<file path="src/rtl/db15_serial_joy_reader.sv">
// Serial reader for two daisy-chained DB15 pads behind PISO shift registers.
// Emits one active-high 16-bit button word per player after a two-frame match.
module db15_serial_joy_reader #(
  parameter int CLK_DIV   = 24,
  parameter int GAP_TICKS = 15
) (
  input  logic        clk,
  input  logic        reset,
  output logic        JOY_CLK,
  output logic        JOY_LOAD,
  input  logic        JOY_DATA,
  output logic [15:0] joystick1,
  output logic [15:0] joystick2,
  output logic        frame_done
);

  localparam logic [2:0] S_GAP    = 3'd0;
  localparam logic [2:0] S_LOAD   = 3'd1;
  localparam logic [2:0] S_SAMPLE = 3'd2;
  localparam logic [2:0] S_SHIFT  = 3'd3;
  localparam logic [2:0] S_UPDATE = 3'd4;

  localparam logic [7:0] DIV_M1 = 8'(CLK_DIV - 1);
  localparam logic [7:0] GAP_M1 = 8'(GAP_TICKS - 1);

  logic [2:0]  state_q, state_d;
  logic [7:0]  tick_cnt_q, tick_cnt_d;
  logic [7:0]  gap_cnt_q, gap_cnt_d;
  logic [4:0]  bit_cnt_q, bit_cnt_d;
  logic [31:0] shift_q, shift_d;
  logic [31:0] prev_q, prev_d;
  logic [15:0] joy1_q, joy1_d;
  logic [15:0] joy2_q, joy2_d;
  logic        jclk_q, jclk_d;
  logic        jload_q, jload_d;
  logic        done_q, done_d;
  logic [1:0]  sync_q, sync_d;
  logic        tick;

  assign tick = (tick_cnt_q == DIV_M1);

  always_comb begin
    state_d    = state_q;
    tick_cnt_d = tick ? 8'd0 : tick_cnt_q + 8'd1;
    gap_cnt_d  = gap_cnt_q;
    bit_cnt_d  = bit_cnt_q;
    shift_d    = shift_q;
    prev_d     = prev_q;
    joy1_d     = joy1_q;
    joy2_d     = joy2_q;
    jclk_d     = jclk_q;
    jload_d    = jload_q;
    done_d     = 1'b0;
    sync_d     = {sync_q[0], JOY_DATA};
    case (state_q)
      S_GAP: begin
        jclk_d  = 1'b1;
        jload_d = 1'b1;
        if (tick) begin
          if (gap_cnt_q == GAP_M1) begin
            gap_cnt_d = 8'd0;
            jload_d   = 1'b0;
            state_d   = S_LOAD;
          end else begin
            gap_cnt_d = gap_cnt_q + 8'd1;
          end
        end
      end
      S_LOAD: begin
        if (tick) begin
          jload_d   = 1'b1;
          bit_cnt_d = 5'd0;
          state_d   = S_SAMPLE;
        end
      end
      S_SAMPLE: begin
        // LSB-first: after 32 shifts the first bit lands in shift[0]
        if (tick) begin
          shift_d = {sync_q[1], shift_q[31:1]};
          jclk_d  = 1'b0;
          state_d = S_SHIFT;
        end
      end
      S_SHIFT: begin
        if (tick) begin
          jclk_d = 1'b1;
          if (bit_cnt_q == 5'd31) begin
            state_d = S_UPDATE;
          end else begin
            bit_cnt_d = bit_cnt_q + 5'd1;
            state_d   = S_SAMPLE;
          end
        end
      end
      S_UPDATE: begin
        done_d    = 1'b1;
        gap_cnt_d = 8'd0;
        prev_d    = shift_q;
        state_d   = S_GAP;
        if (shift_q == prev_q) begin
          joy1_d = ~shift_q[15:0];
          joy2_d = ~shift_q[31:16];
        end
      end
      default: state_d = S_GAP;
    endcase
  end

  always_ff @(posedge clk or posedge reset) begin
    if (reset) begin
      state_q    <= S_GAP;
      tick_cnt_q <= 8'd0;
      gap_cnt_q  <= 8'd0;
      bit_cnt_q  <= 5'd0;
      shift_q    <= 32'hFFFF_FFFF;
      prev_q     <= 32'hFFFF_FFFF;
      joy1_q     <= 16'h0000;
      joy2_q     <= 16'h0000;
      jclk_q     <= 1'b1;
      jload_q    <= 1'b1;
      done_q     <= 1'b0;
      sync_q     <= 2'b11;
    end else begin
      state_q    <= state_d;
      tick_cnt_q <= tick_cnt_d;
      gap_cnt_q  <= gap_cnt_d;
      bit_cnt_q  <= bit_cnt_d;
      shift_q    <= shift_d;
      prev_q     <= prev_d;
      joy1_q     <= joy1_d;
      joy2_q     <= joy2_d;
      jclk_q     <= jclk_d;
      jload_q    <= jload_d;
      done_q     <= done_d;
      sync_q     <= sync_d;
    end
  end

  // frame_done is registered so the outputs already hold the new frame
  assign JOY_CLK    = jclk_q;
  assign JOY_LOAD   = jload_q;
  assign joystick1  = joy1_q;
  assign joystick2  = joy2_q;
  assign frame_done = done_q;

endmodule

</file>
<file path="config.mk">
export PLATFORM = sky130hd
export DESIGN_NAME = db15_serial_joy_reader
export DESIGN_NICKNAME = d
export VERILOG_FILES = /design/src/rtl/db15_serial_joy_reader.sv
export SDC_FILE = /design/constraint.sdc
export NUM_CORES = 1
export LEC_CHECK = 0
export ABC_AREA = 1
export CORE_MARGIN = 2
export CORE_UTILIZATION = 63
export CTS_CLUSTER_SIZE = 30
export DETAILED_ROUTE_END_ITERATION = 6
export PLACE_DENSITY = 0.84
export SYNTH_ARGS = -nofsm -noshare
export SYNTH_HDL_FRONTEND = slang
export SYNTH_SLANG_ARGS = --single-unit
</file>
<file path="constraint.sdc">
create_clock -name clk -period 9.5 [get_ports clk]
set_input_delay 2.85 -clock clk [delete_from_list [all_inputs] [get_ports clk]]
set_output_delay 2.85 -clock clk [all_outputs]
set_load 0.02 [all_outputs]
</file>
* After elaboration in Yosys (flattened, before gate mapping)
Cells that the tools add are included.
** Storage, ports and cells
- Register bits :: 125
- Latch bits :: 0
- RAM bits :: 0
- Bits in read-only memories :: 0
- Bits of input ports :: 3
- Output and inout bits :: 35
- Memories kept :: 0
** Cells by class
- Add/sub/neg operators :: 3
- Multipliers :: 0
- Divide/modulo/power cells :: 0
- $lt $le $gt $ge :: 0
- Equal/unequal tests :: 14
- Shift operators :: 0
- Multiplexer cells :: 22
- Bitwise gates (word level) :: 2
- Reductions and logical operators :: 12
** Operators with widths (count)
- $eq A32 B32 Y1 :: 1
- $not A16 Y16 :: 2
- $mux W8 :: 3
- $mux W3 :: 6
- $add A8 B1 Y8 const B :: 2
- $pmux W8 S2 :: 1
- $mux W5 :: 3
- $ne A2 B2 Y1 const B :: 6
- $pmux W3 S4 :: 1
- $pmux W5 S2 :: 1
- $eq A8 B4 Y1 const B :: 1
- $eq A8 B5 Y1 const B :: 1
- $reduce_and A2 Y1 :: 4
- $eq A3 B2 Y1 const B :: 2
- $reduce_bool A2 Y1 :: 3
- $add A5 B1 Y5 const B :: 1
- $eq A5 B5 Y1 const B :: 1
- $mux W1 :: 5
- $reduce_and A5 Y1 :: 1
- $reduce_and A4 Y1 :: 1
- $eq A3 B1 Y1 const B :: 1
- $eq A3 B3 Y1 const B :: 1
- $logic_not A3 Y1 :: 1
- $pmux W1 S3 :: 1
- other kinds (3) :: 3

* Logic depth before layout (Yosys ltp)
Gate-level depths: netlist of run 1.
- Word-level depth :: 4
- Mapped depth :: 12
- Depth with buffers taken out :: 11

* Least setup slack after synthesis of run 1
Ideal clock, no wire load.
- Kind :: reg2out
- Start :: register jclk_q (netlist: JOY_CLK)
- End :: output JOY_CLK
- Data arrival time :: 0.563 ns
- Data required time :: 6.650 ns
- Path slack :: 6.087 ns
- Cell stages (with the launch flop) :: 1
- Cell sequence :: dfstp_2
** RTL lines
- start, declared :: RTL line 34 : logic jclk_q, jclk_d;
- start signal, assigned :: RTL line 132 : jclk_q <= jclk_d;
- end, declared :: RTL line 9 : output logic JOY_CLK,
No word-level cell between the ends.

* Final worst setup path of run 1
- Start :: register jload_q (netlist: JOY_LOAD)
- End :: output JOY_LOAD
** RTL lines
- start, declared :: RTL line 35 : logic jload_q, jload_d;
- start signal, assigned :: RTL line 133 : jload_q <= jload_d;
- end, declared :: RTL line 10 : output logic JOY_LOAD,
No word-level cell between the ends.

==> metrics.md, run 1 <==
| Metric | Value |
|---|---|
| Clock transition at path regs | `0.06 ns` |
| Post-synth EDFFs | `0` |
| Most instantiated cells after synthesis | `216 x nand2_1, 72 x o21ai_0, 68 x dfstp_2` |
| CP cell instances | `clkdlybuf4s50_1` |
| First-pass GRT wire length | `21.2 mm` |
| Slowest stage delay, CP | `0.60 ns` |
| Top-count cell post-synth | `nand2_1` |
| DRC | `0` |
| Sequential fraction of the synthesis area | `0.566` |
| Minimum clock period | `4.51 ns` |
| Hold Vio Cnt, Final | `0` |
| Top_reg_cell synth | `dfstp_2` |
| Yosys warns | `0` |
| Routed wire length | `12.3 mm` |
| Antenna violations before repair | `0` |
| Delay-heaviest family, CP | `buffers and inverters` |
| Final Max Tran Viols | `0` |
| Post-synth net total | `657` |
| Post-CTS setup buffers | `0` |
| DRT Pass-1 Iters | `5` |
| Vias per cell | `5.57` |
| Fin Clk Skew | `0.00993 ns` |
| CP startpoint kind | `register` |
| GP Congestion | `0.856` |
| Placed inst area | `6070 sq um` |
| Crit path required time | `6.65 ns` |
| Max VDD drop | `0.127 mV` |
| Slew margin rel. | `0.375` |
| Met2 usage | `0.453` |
| Slew @ Worst Pin | `0.938 ns` |
| ANT cells | `0` |
| Die ar. | `9780 sq um` |
| Max Cap Viol | `0` |
| Crit end category | `primary output` |
| Post-DP HPWL | `7.22 mm` |
| Async S/R FF share, synth | `1.00` |
| Layout cells sized above 1 | `0.172` |
| Clk sinks | `125` |
| IO buf count | `37` |
| Filler cells | `554` |
| PwrDens | `175 nW/um^2` |
| Mapped Area | `5670 sq um` |
| Synth cell types | `34` |
| Largest net degree at the start of global routing | `78` |
| Gr usage total | `0.274` |
| Worst EP arrival | `1.66 ns` |
| RSZ-0062 raised after global routing | `no` |
| Initial Util | `0.651` |
| Area growth syn-to-layout | `17.0%` |
| Setup violations, final | `0` |
| Num CTS Buffers | `17` |
| Drt first-iter violations | `370` |
| Insertion delay to the later sink of the worst-skew pair | `0.53 ns` |
| WL per Instance | `15.2 um` |
| Die height | `98.9 um` |
| Final net count | `692` |
| Crit path max fanout | `2` |
| Worst min path class | `register to register` |
| Cells after Synth | `649` |
| Ranking of synthesized cells by area | `dfstp_2 31%, dfrtp_1 25%, nand2_1 14%` |
| CP Class | `register to primary output` |
| Via count | `4482` |
| Core ar. | `8720 sq um` |
| Worst path slowest cell | `clkdlybuf4s50_1` |
| Fmax | `0.222 GHz` |
| H-tree depth | `4` |
| Buffer depth of the longest clock path | `2` |
| Number of buffers inserted by hold repair at cts | `0` |
| Met3 track demand over resource | `0.0787` |
| Vias in the first global route | `4481` |
| Boundary Pins | `38` |
| GR Layer Usage met1 | `0.349` |
| Leakage | `0.00288 uW` |
| Period utilization | `0.475` |
| FF+latch count, synth | `125` |
| Gr ovfl total | `0` |
| Num rows | `34` |
| Run status | `complete, no violations` |
| Setup Total Neg Slack | `0 ns` |
| Clk root buf | `clkbuf_8` |
| Die W | `98.9 um` |
| Final non-filler cell area | `6640 sq um` |
| Detail Route Antenna Nets | `0` |
| Post-cts gate resize count | `0` |
| Post-synthesis area per instance | `8.74 sq um` |
| Area leader, netlist | `dfstp_2` |
| Area share of the leading cell type in the synthesized netlist | `0.315` |
| CTS tree | `done` |
| Busiest grt layer | `met2` |
| CP bufs+invs | `1` |
cell usage in the layout, fill, tap and decap left out, types with 4 or more instances in the layout:
| cell | n |
|---|---|
| a21oi_1 | 6 |
| buf_4 | 4 |
| clkbuf_16 | 16 |
| clkdlybuf4s50_1 | 37 |
| clkinv_2 | 6 |
| clkinvlp_4 | 4 |
| dfrtp_1 | 57 |
| dfstp_2 | 68 |
| ha_1 | 5 |
| inv_1 | 66 |
| inv_2 | 7 |
| nand2_1 | 216 |
| nand3_1 | 15 |
| nand4_1 | 33 |
| nor2_1 | 24 |
| nor3_1 | 4 |
| o21ai_0 | 72 |
| o21ai_1 | 12 |
| xnor2_1 | 14 |
| xor2_1 | 6 |
cell type report:
| cell class | count | area, sq um | area share |
|---|---|---|---|
| inverters | 76 | 288 | 0.0434 |
| flip-flops and latches | 125 | 3210 | 0.484 |
| repair buffers | 41 | 400 | 0.0603 |
| clock inverters | 12 | 120 | 0.0181 |
| well taps | 108 | 135 | 0.0204 |
| multi-input cells | 423 | 2030 | 0.307 |
| clock buffers | 20 | 445 | 0.0671 |
final timing paths:
kind                                  from             to  slack (ns)  cells after the start
worst max-delay path              JOY_LOAD       JOY_LOAD        4.99                      1
worst min-delay path             sync_q[0]      sync_q[1]        0.37                      0
worst max register to register  state_q[0]   joystick2[4]        6.56                     10
worst min register to register   sync_q[0]      sync_q[1]        0.37                      0
max in group asynchronous            reset     frame_done        5.37                      3
min in group asynchronous            reset  joystick2[11]        2.74                      2
through the flow:
stage | hold slack (ns) | setup slack [ns] | utilization | power, uW | instances
2_1_floorplan | 0.345 | 3.43 | - | 551 | 649
3_3_place_gp | 0.354 | 4.81 | 0.696 | 555 | 773
3_5_place_dp | 0.354 | 4.77 | 0.696 | 555 | 773
4_1_cts | 0.370 | 4.98 | 0.761 | 1170 | 805
5_1_grt | 0.374 | 4.95 | 0.761 | 1190 | 805
6_report | 0.372 | 4.99 | 0.761 | 1160 | 805
power breakdown:
part | internal, uW | leakage (uW) | total (uW) | switching (uW)
Clock | 383 | 0.000272 | 614 | 231
Sequential | 535 | 0.00149 | 535 | 0.162
Combinational | 1.06 | 0.00111 | 10.9 | 9.87
Total | 919 | 0.00288 | 1160 | 241
registers in the layout, summed over array words and instances (netlist names):
register	flops
JOY_CLK	1
frame_done	1
joystick1	16
prev_q	32
state_q	3
JOY_LOAD	1
joystick2	16
tick_cnt_q	8
bit_cnt_q	5
gap_cnt_q	8
sync_q	2
shift_q	32
layer usage:
layer	vias to the layer above	part of all wire
li1	2142	-
met1	2185	0.42
met2	132	0.51
met3	23	0.050
met4	0	0.017
met5	-	0
kinds of logic (layout without fill, tap and decap cells):
kind of cell    after synthesis  after routing  synth area share
xor+xnor                     20             20            0.0309
flops                       125            125             0.566
buf+inv                     101            149            0.0750
compound gates               96             96            0.0867
fa+ha+maj                     5              5            0.0110
simple gates                302            302             0.230
(Power assumes the default switching activity.)
==> run 2: changes to the inputs <==
--- a/config.mk
+++ b/config.mk
@@ -7,10 +7,10 @@
 export LEC_CHECK = 0
 export ABC_AREA = 1
 export CORE_MARGIN = 2
-export CORE_UTILIZATION = 63
+export CORE_UTILIZATION = 59
 export CTS_CLUSTER_SIZE = 30
 export DETAILED_ROUTE_END_ITERATION = 6
-export PLACE_DENSITY = 0.84
+export PLACE_DENSITY = 0.8
 export SYNTH_ARGS = -nofsm -noshare
 export SYNTH_HDL_FRONTEND = slang
 export SYNTH_SLANG_ARGS = --single-unit
==> constraint.sdc (replaced) <==
create_clock -name clk -period 4.2 [get_ports clk]
set_input_delay 1.26 -clock clk [delete_from_list [all_inputs] [get_ports clk]]
set_output_delay 1.26 -clock clk [all_outputs]
set_load 0.02 [all_outputs]
==> run 2 against run 1 <==
  * Via count shrank 0.25%
  * Register-to-register slack got worse by 4.8 ns
  * Hold slack got worse by 0.016 ns
  * Sequential share of layout area is 0.36 points lower
  * Non-clock buffer count grew 3
  * Routed wire length grew 0.18%
  * Cell count grew 3.0%
  * Clock skew down 0.0027 ns
  * Worst setup slack worse by 3.7 ns
  * Core utilization shrank 4.1 points
  * Highest routed layer unchanged
==> metrics.md, run 2 (synthesis gave the netlist of run 1 again) <==
| Metric | Value |
|---|---|
| Run status | `complete, no violations` |
| Final Max Tran Viols | `0 (unchanged)` |
| Most common cell after layout, fill and taps aside | `nand2_1` |
| Drt first-iter violations | `298 (-19%)` |
| Leakage | `0.00287 uW (about the same)` |
| Gr usage total | `0.257 (-0.0170)` |
| Layout cells sized above 1 | `0.174 (+0.00212)` |
| Delay-heaviest family, CP | `buffers and inverters` |
| Slew @ Worst Pin | `0.693 ns (-0.245 ns)` |
| Max Cap Viol | `0 (unchanged)` |
| Routed wire length | `12.3 mm (+0.18%)` |
| H-tree depth | `4 (unchanged)` |
| Gr ovfl total | `0 (unchanged)` |
| WL per Instance | `14.8 um (-2.7%)` |
| Worst min path class | `register to register` |
| CP Class | `register to primary output` |
| Insertion delay to the later sink of the worst-skew pair | `0.52 ns (about the same)` |
| Hold path depth | `0 (unchanged)` |
| Clk root buf | `clkbuf_8` |
| Slowest stage delay, CP | `0.60 ns (about the same)` |
| Dpl ws | `1.47 ns (-3.30 ns)` |
| Final net count | `695 (+0.43%)` |
| ANT cells | `0 (unchanged)` |
| Detail Route Antenna Nets | `0 (unchanged)` |
| Largest net degree at the start of global routing | `66 (-15%)` |
| GP Congestion | `0.801 (-6.4%)` |
| Worst EP arrival | `1.65 ns (about the same)` |
| Final core utilization | `0.720 (-0.0408)` |
| Fin Clk Skew | `0.00727 ns (-0.00266 ns)` |
| CP cell instances | `clkdlybuf4s50_1` |
| Via count | `4471 (-0.25%)` |
| Commonest non-fill, non-tap cells in the layout | `216 x nand2_1, 72 x o21ai_0, 68 x dfstp_2, 66 x inv_1, 57 x dfrtp_1` |
| Crit path max fanout | `2 (unchanged)` |
| Reg-to-reg critical path endpoint | `joystick2[12]` |
| Buffer depth of the longest clock path | `2 (unchanged)` |
| Slew margin rel. | `0.537 (+0.162)` |
| Antenna violations before repair | `0 (unchanged)` |
| Filler cells | `714 (+29%)` |
| Boundary Pins | `38 (unchanged)` |
| Critical Path Start | `JOY_LOAD` |
| Crit path required time | `2.94 ns (-3.71 ns)` |
| Area growth syn-to-layout | `17.9%` |
| Clock transition at path regs | `0.06 ns (about the same)` |
| IO buf count | `37 (unchanged)` |
| Post-DP HPWL | `7.61 mm (+5.3%)` |
| Fmax | `0.344 GHz` |
| DRT Pass-1 Iters | `4 (-1)` |
| CTS tree | `done` |
| Worst path slowest cell | `clkdlybuf4s50_1` |
| Core ar. | `9280 sq um (+6.5%)` |
| Hold Vio Cnt, Final | `0 (unchanged)` |
| RSZ-0062 raised after global routing | `no` |
| Initial Util | `0.611 (-0.0395)` |
| Minimum clock period | `2.91 ns` |
| Setup Total Neg Slack | `0 ns (unchanged)` |
| Crit end category | `primary output` |
| Num CTS Buffers | `17 (unchanged)` |
| Reg2Reg Launch Point | `shift_q[10]` |
| Max VDD drop | `0.267 mV (+110%)` |
| Die W | `102 um (+3.2%)` |
| Post-CTS setup buffers | `0 (unchanged)` |
| Period utilization | `0.692` |
| Die height | `102 um (+3.2%)` |
| Reg2reg path depth | `11 (+1)` |
| Num rows | `35 (+2.9%)` |
| CP startpoint kind | `register` |
| Vias per cell | `5.39 (-3.1%)` |
| DRC | `0 (unchanged)` |
| Setup violations, final | `0 (unchanged)` |
| Clk sinks | `125 (unchanged)` |
| Largest regs | `prev_q: 32 flops, shift_q: 32 flops` |
| CP bufs+invs | `1 (unchanged)` |
| Number of buffers inserted by hold repair at cts | `0 (unchanged)` |
| PwrDens | `386 nW/um^2 (+120%)` |
| Setup slack, reg-to-reg | `1.78 ns (-4.78 ns)` |
| Worst Setup EP | `JOY_LOAD` |
| Levels on crit path | `1 (unchanged)` |
| Post-cts gate resize count | `0 (unchanged)` |
| Die ar. | `10400 sq um (+6.5%)` |
| Post-route setup slack | `1.29 ns (-3.70 ns)` |
| First-pass GRT wire length | `20.6 mm (-2.7%)` |
| Power Total | `2580 uW (+120%)` |
| Vias in the first global route | `4436 (-1.0%)` |
-- run 2: cell count changes in the layout (fill, tap and decap cells not counted), sizes merged --
cell	previous run	this run
clkbuf	20	22
inv	74	73
bufinv	2	1
buf	4	7
clkinvlp	4	7
clkinv	8	5
-- run 2: worst min-delay path by stage --
stage / from / slack (ns) / end
after global routing: sync_q[0] / 0.36 / sync_q[1]
after CTS: sync_q[0] / 0.36 / sync_q[1]
final: sync_q[0] / 0.36 / sync_q[1]
after detailed placement: sync_q[0] / 0.35 / sync_q[1]
after floorplan: sync_q[0] / 0.35 / sync_q[1]
after global placement: sync_q[0] / 0.35 / sync_q[1]
-- run 2: report_power, final --
part           leakage [uW]  internal, uW  total [uW]  switching (uW)
Clock              0.000255           827        1350             518
Sequential          0.00149          1210        1210           0.301
Combinational       0.00113          4.33        27.4            23.0
Total               0.00287          2040        2580             542
-- run 2: final cells by class --
type | instances | area [sq um] | share of cell area
sequential | 125 | 3210 | 0.481
multi-input combinational | 423 | 2030 | 0.304
clock buffer | 22 | 463 | 0.0692
timing repair buffer | 44 | 435 | 0.0651
inverter | 76 | 289 | 0.0432
tap | 129 | 161 | 0.0241
clock inverter | 10 | 90.1 | 0.0135
-- run 2: per-layer routing --
metal | routed length [um] | vias up | GRT usage
met5 | 0 | - | 0
met4 | 346 | 0 | 0.130
met3 | 669 | 35 | 0.0581
met2 | 6080 | 136 | 0.408
met1 | 5180 | 2156 | 0.335
li1 | - | 2144 | -
-- run 2: through the flow --
step	hold WS, ns	cells	area (sq um)
floorplan	0.345	649	5680
global placement	0.350	797	6130
detailed placement	0.350	797	6130
CTS	0.358	829	6690
global route	0.364	829	6690
finish	0.356	829	6690
==> run 3: changes to the inputs <==
==> constraint.sdc (replaced) <==
create_clock -name clk -period 2.8 [get_ports clk]
set_input_delay 0.84 -clock clk [delete_from_list [all_inputs] [get_ports clk]]
set_output_delay 0.84 -clock clk [all_outputs]
set_load 0.02 [all_outputs]
==> run 3 against run 2 <==
  * Critical path depth is the same
  * Combinational power up 73%
  * Non-clock buffer count rose by 5
  * Routed wire length is 1.6% lower
  * Sequential cell count is the same
  * Sequential power grew 50%
  * First-iteration DRC count shrank 35%
  * Worst setup slack worse by 0.99 ns
  * Global-route usage is 0.092 points lower
  * Clock skew down 0.00061 ns
  * Die area is the same
  * Highest routed layer unchanged
==> metrics.md, run 3 (synthesis gave the netlist of run 1 again) <==
| Metric | Value |
|---|---|
| Num CTS Buffers | `17 (unchanged)` |
| Post-CTS setup buffers | `0 (unchanged)` |
| Via count | `4489 (+0.40%)` |
| Gr ovfl total | `0 (unchanged)` |
| Fin Clk Skew | `0.00665 ns (-0.000614 ns)` |
| Num rows | `35 (unchanged)` |
| Crit end category | `primary output` |
| Most common cell after layout, fill and taps aside | `nand2_1` |
| CP Class | `register to primary output` |
| Worst min path class | `register to register` |
| Worst path slowest cell | `clkdlybuf4s50_1` |
| Die ar. | `10400 sq um (unchanged)` |
| Clk sinks | `125 (unchanged)` |
| Max Cap Viol | `0 (unchanged)` |
| Reg-to-reg critical path endpoint | `joystick1[11]` |
| Setup slack, reg-to-reg | `0.64 ns (-1.14 ns)` |
| IO buf count | `37 (unchanged)` |
| Post-cts gate resize count | `0 (unchanged)` |
| Area growth syn-to-layout | `20.0%` |
| Antenna violations before repair | `0 (unchanged)` |
| PwrDens | `606 nW/um^2 (+57%)` |
| Run status | `complete, no violations` |
| CTS tree | `done` |
| Period utilization | `0.891` |
| Hold Vio Cnt, Final | `0 (unchanged)` |
| Setup violations, final | `0 (unchanged)` |
| Reg2reg path depth | `10 (-1)` |
| RSZ-0062 raised after global routing | `no` |
| Number of buffers inserted by hold repair at cts | `0 (unchanged)` |
| Clk root buf | `clkbuf_8` |
| Crit path max fanout | `2 (unchanged)` |
| Largest regs | `prev_q: 32 flops, shift_q: 32 flops` |
| CP bufs+invs | `1 (unchanged)` |
| H-tree depth | `4 (unchanged)` |
| CP cell instances | `clkdlybuf4s50_1` |
| ANT cells | `0 (unchanged)` |
| Hold path depth | `0 (unchanged)` |
| Clock transition at path regs | `0.06 ns (about the same)` |
| Vias per cell | `5.38 (-0.20%)` |
| Leakage | `0.00295 uW (+2.6%)` |
| Buffer depth of the longest clock path | `2 (unchanged)` |
| Delay-heaviest family, CP | `buffers and inverters` |
| Drt first-iter violations | `195 (-35%)` |
| Die W | `102 um (unchanged)` |
| Initial Util | `0.611 (unchanged)` |
| Minimum clock period | `2.50 ns` |
| Levels on crit path | `1 (unchanged)` |
| Reg2Reg Launch Point | `state_q[1]` |
| Commonest non-fill, non-tap cells in the layout | `216 x nand2_1, 72 x o21ai_0, 68 x dfstp_2, 66 x inv_1, 57 x dfrtp_1` |
| Setup Total Neg Slack | `0 ns (unchanged)` |
| Detail Route Antenna Nets | `0 (unchanged)` |
| Post-DP HPWL | `7.77 mm (+2.1%)` |
| DRT Pass-1 Iters | `6 (+2)` |
| Fmax | `0.401 GHz` |
| Largest net degree at the start of global routing | `65 (-1.5%)` |
| Critical Path Start | `JOY_CLK` |
| Worst EP arrival | `1.66 ns (about the same)` |
| Final net count | `700 (+0.72%)` |
| Crit path required time | `1.96 ns (-0.98 ns)` |
| Boundary Pins | `38 (unchanged)` |
| Vias in the first global route | `4511 (+1.7%)` |
| Dpl ws | `0.725 ns (-0.742 ns)` |
| Final Max Tran Viols | `0 (unchanged)` |
| Insertion delay to the later sink of the worst-skew pair | `0.54 ns (+0.02 ns)` |
| Core ar. | `9280 sq um (unchanged)` |
| Die height | `102 um (unchanged)` |
| Slew margin rel. | `0.588 (+0.0507)` |
| CP startpoint kind | `register` |
| Gr usage total | `0.256 (-0.000924)` |
| Slew @ Worst Pin | `0.618 ns (-0.0746 ns)` |
| WL per Instance | `14.5 um (-2.2%)` |
| Worst Setup EP | `JOY_CLK` |
| Post-route setup slack | `0.304 ns (-0.988 ns)` |
| Layout cells sized above 1 | `0.182 (+0.00727)` |
| First-pass GRT wire length | `20.3 mm (-1.2%)` |
| DRC | `0 (unchanged)` |
| Routed wire length | `12.1 mm (-1.6%)` |
| Max VDD drop | `0.500 mV (+88%)` |
| GP Congestion | `0.837 (+4.6%)` |
| Slowest stage delay, CP | `0.60 ns (about the same)` |
==> run 3: cell types whose count changed in the layout (fill, tap and decap cells not counted) <==
cell	before	now
clkbuf_1	2	1
buf_12	1	3
bufinv_16	1	4
clkinvlp_4	7	4
clkinv_2	3	5
buf_4	6	9
clkbuf_8	4	3
==> run 3: worst min path at each step <==
stage                          from        end  slack, ns
after CTS                 sync_q[0]  sync_q[1]       0.36
after global placement    sync_q[0]  sync_q[1]       0.35
after floorplan           sync_q[0]  sync_q[1]       0.35
after detailed placement  sync_q[0]  sync_q[1]       0.35
final                     sync_q[0]  sync_q[1]       0.36
after global routing      sync_q[0]  sync_q[1]       0.36
==> run 3: metal layers <==
metal	track usage	vias up	routed length, um
li1	-	2155	-
met1	0.324	2177	5240
met2	0.413	132	5920
met3	0.0670	25	669
met4	0.124	0	250
met5	0	-	0
==> run 3: area by class of cell <==
class / count / area [sq um]
flip-flops and latches: 125 / 3210
fillers: 672 / 2470
multi-input cells: 423 / 2030
repair buffers: 49 / 498
clock buffers: 20 / 445
inverters: 76 / 289
clock inverters: 12 / 168
well taps: 129 / 161
==> run 3: stage by stage <==
step / hold WS [ns] / instances / util / total power (uW) / instance area (sq um)
after detailed placement: 0.348 / 802 / 0.667 / 1890 / 6200
after global placement: 0.347 / 802 / 0.667 / 1890 / 6200
after global routing: 0.364 / 834 / 0.733 / 4240 / 6810
after floorplan: 0.345 / 649 / - / 1870 / 5680
after CTS: 0.356 / 834 / 0.733 / 4160 / 6810
final: 0.355 / 834 / 0.733 / 4130 / 6810
==> run 3: worst register-to-register path: cells and delay by family, from the launching register on <==
kind                   cells  cell delay [ns]
and+or+nand+nor            9             1.55
buffers and inverters      1             0.10
DFF                        1             0.40
==> run 3: report_power, final <==
group	total (uW)	switching, uW	internal [uW]	leakage [uW]
Combinational	47.4	35.3	12.0	0.00116
Sequential	1820	0.410	1820	0.00149
Clock	2270	783	1480	0.000296
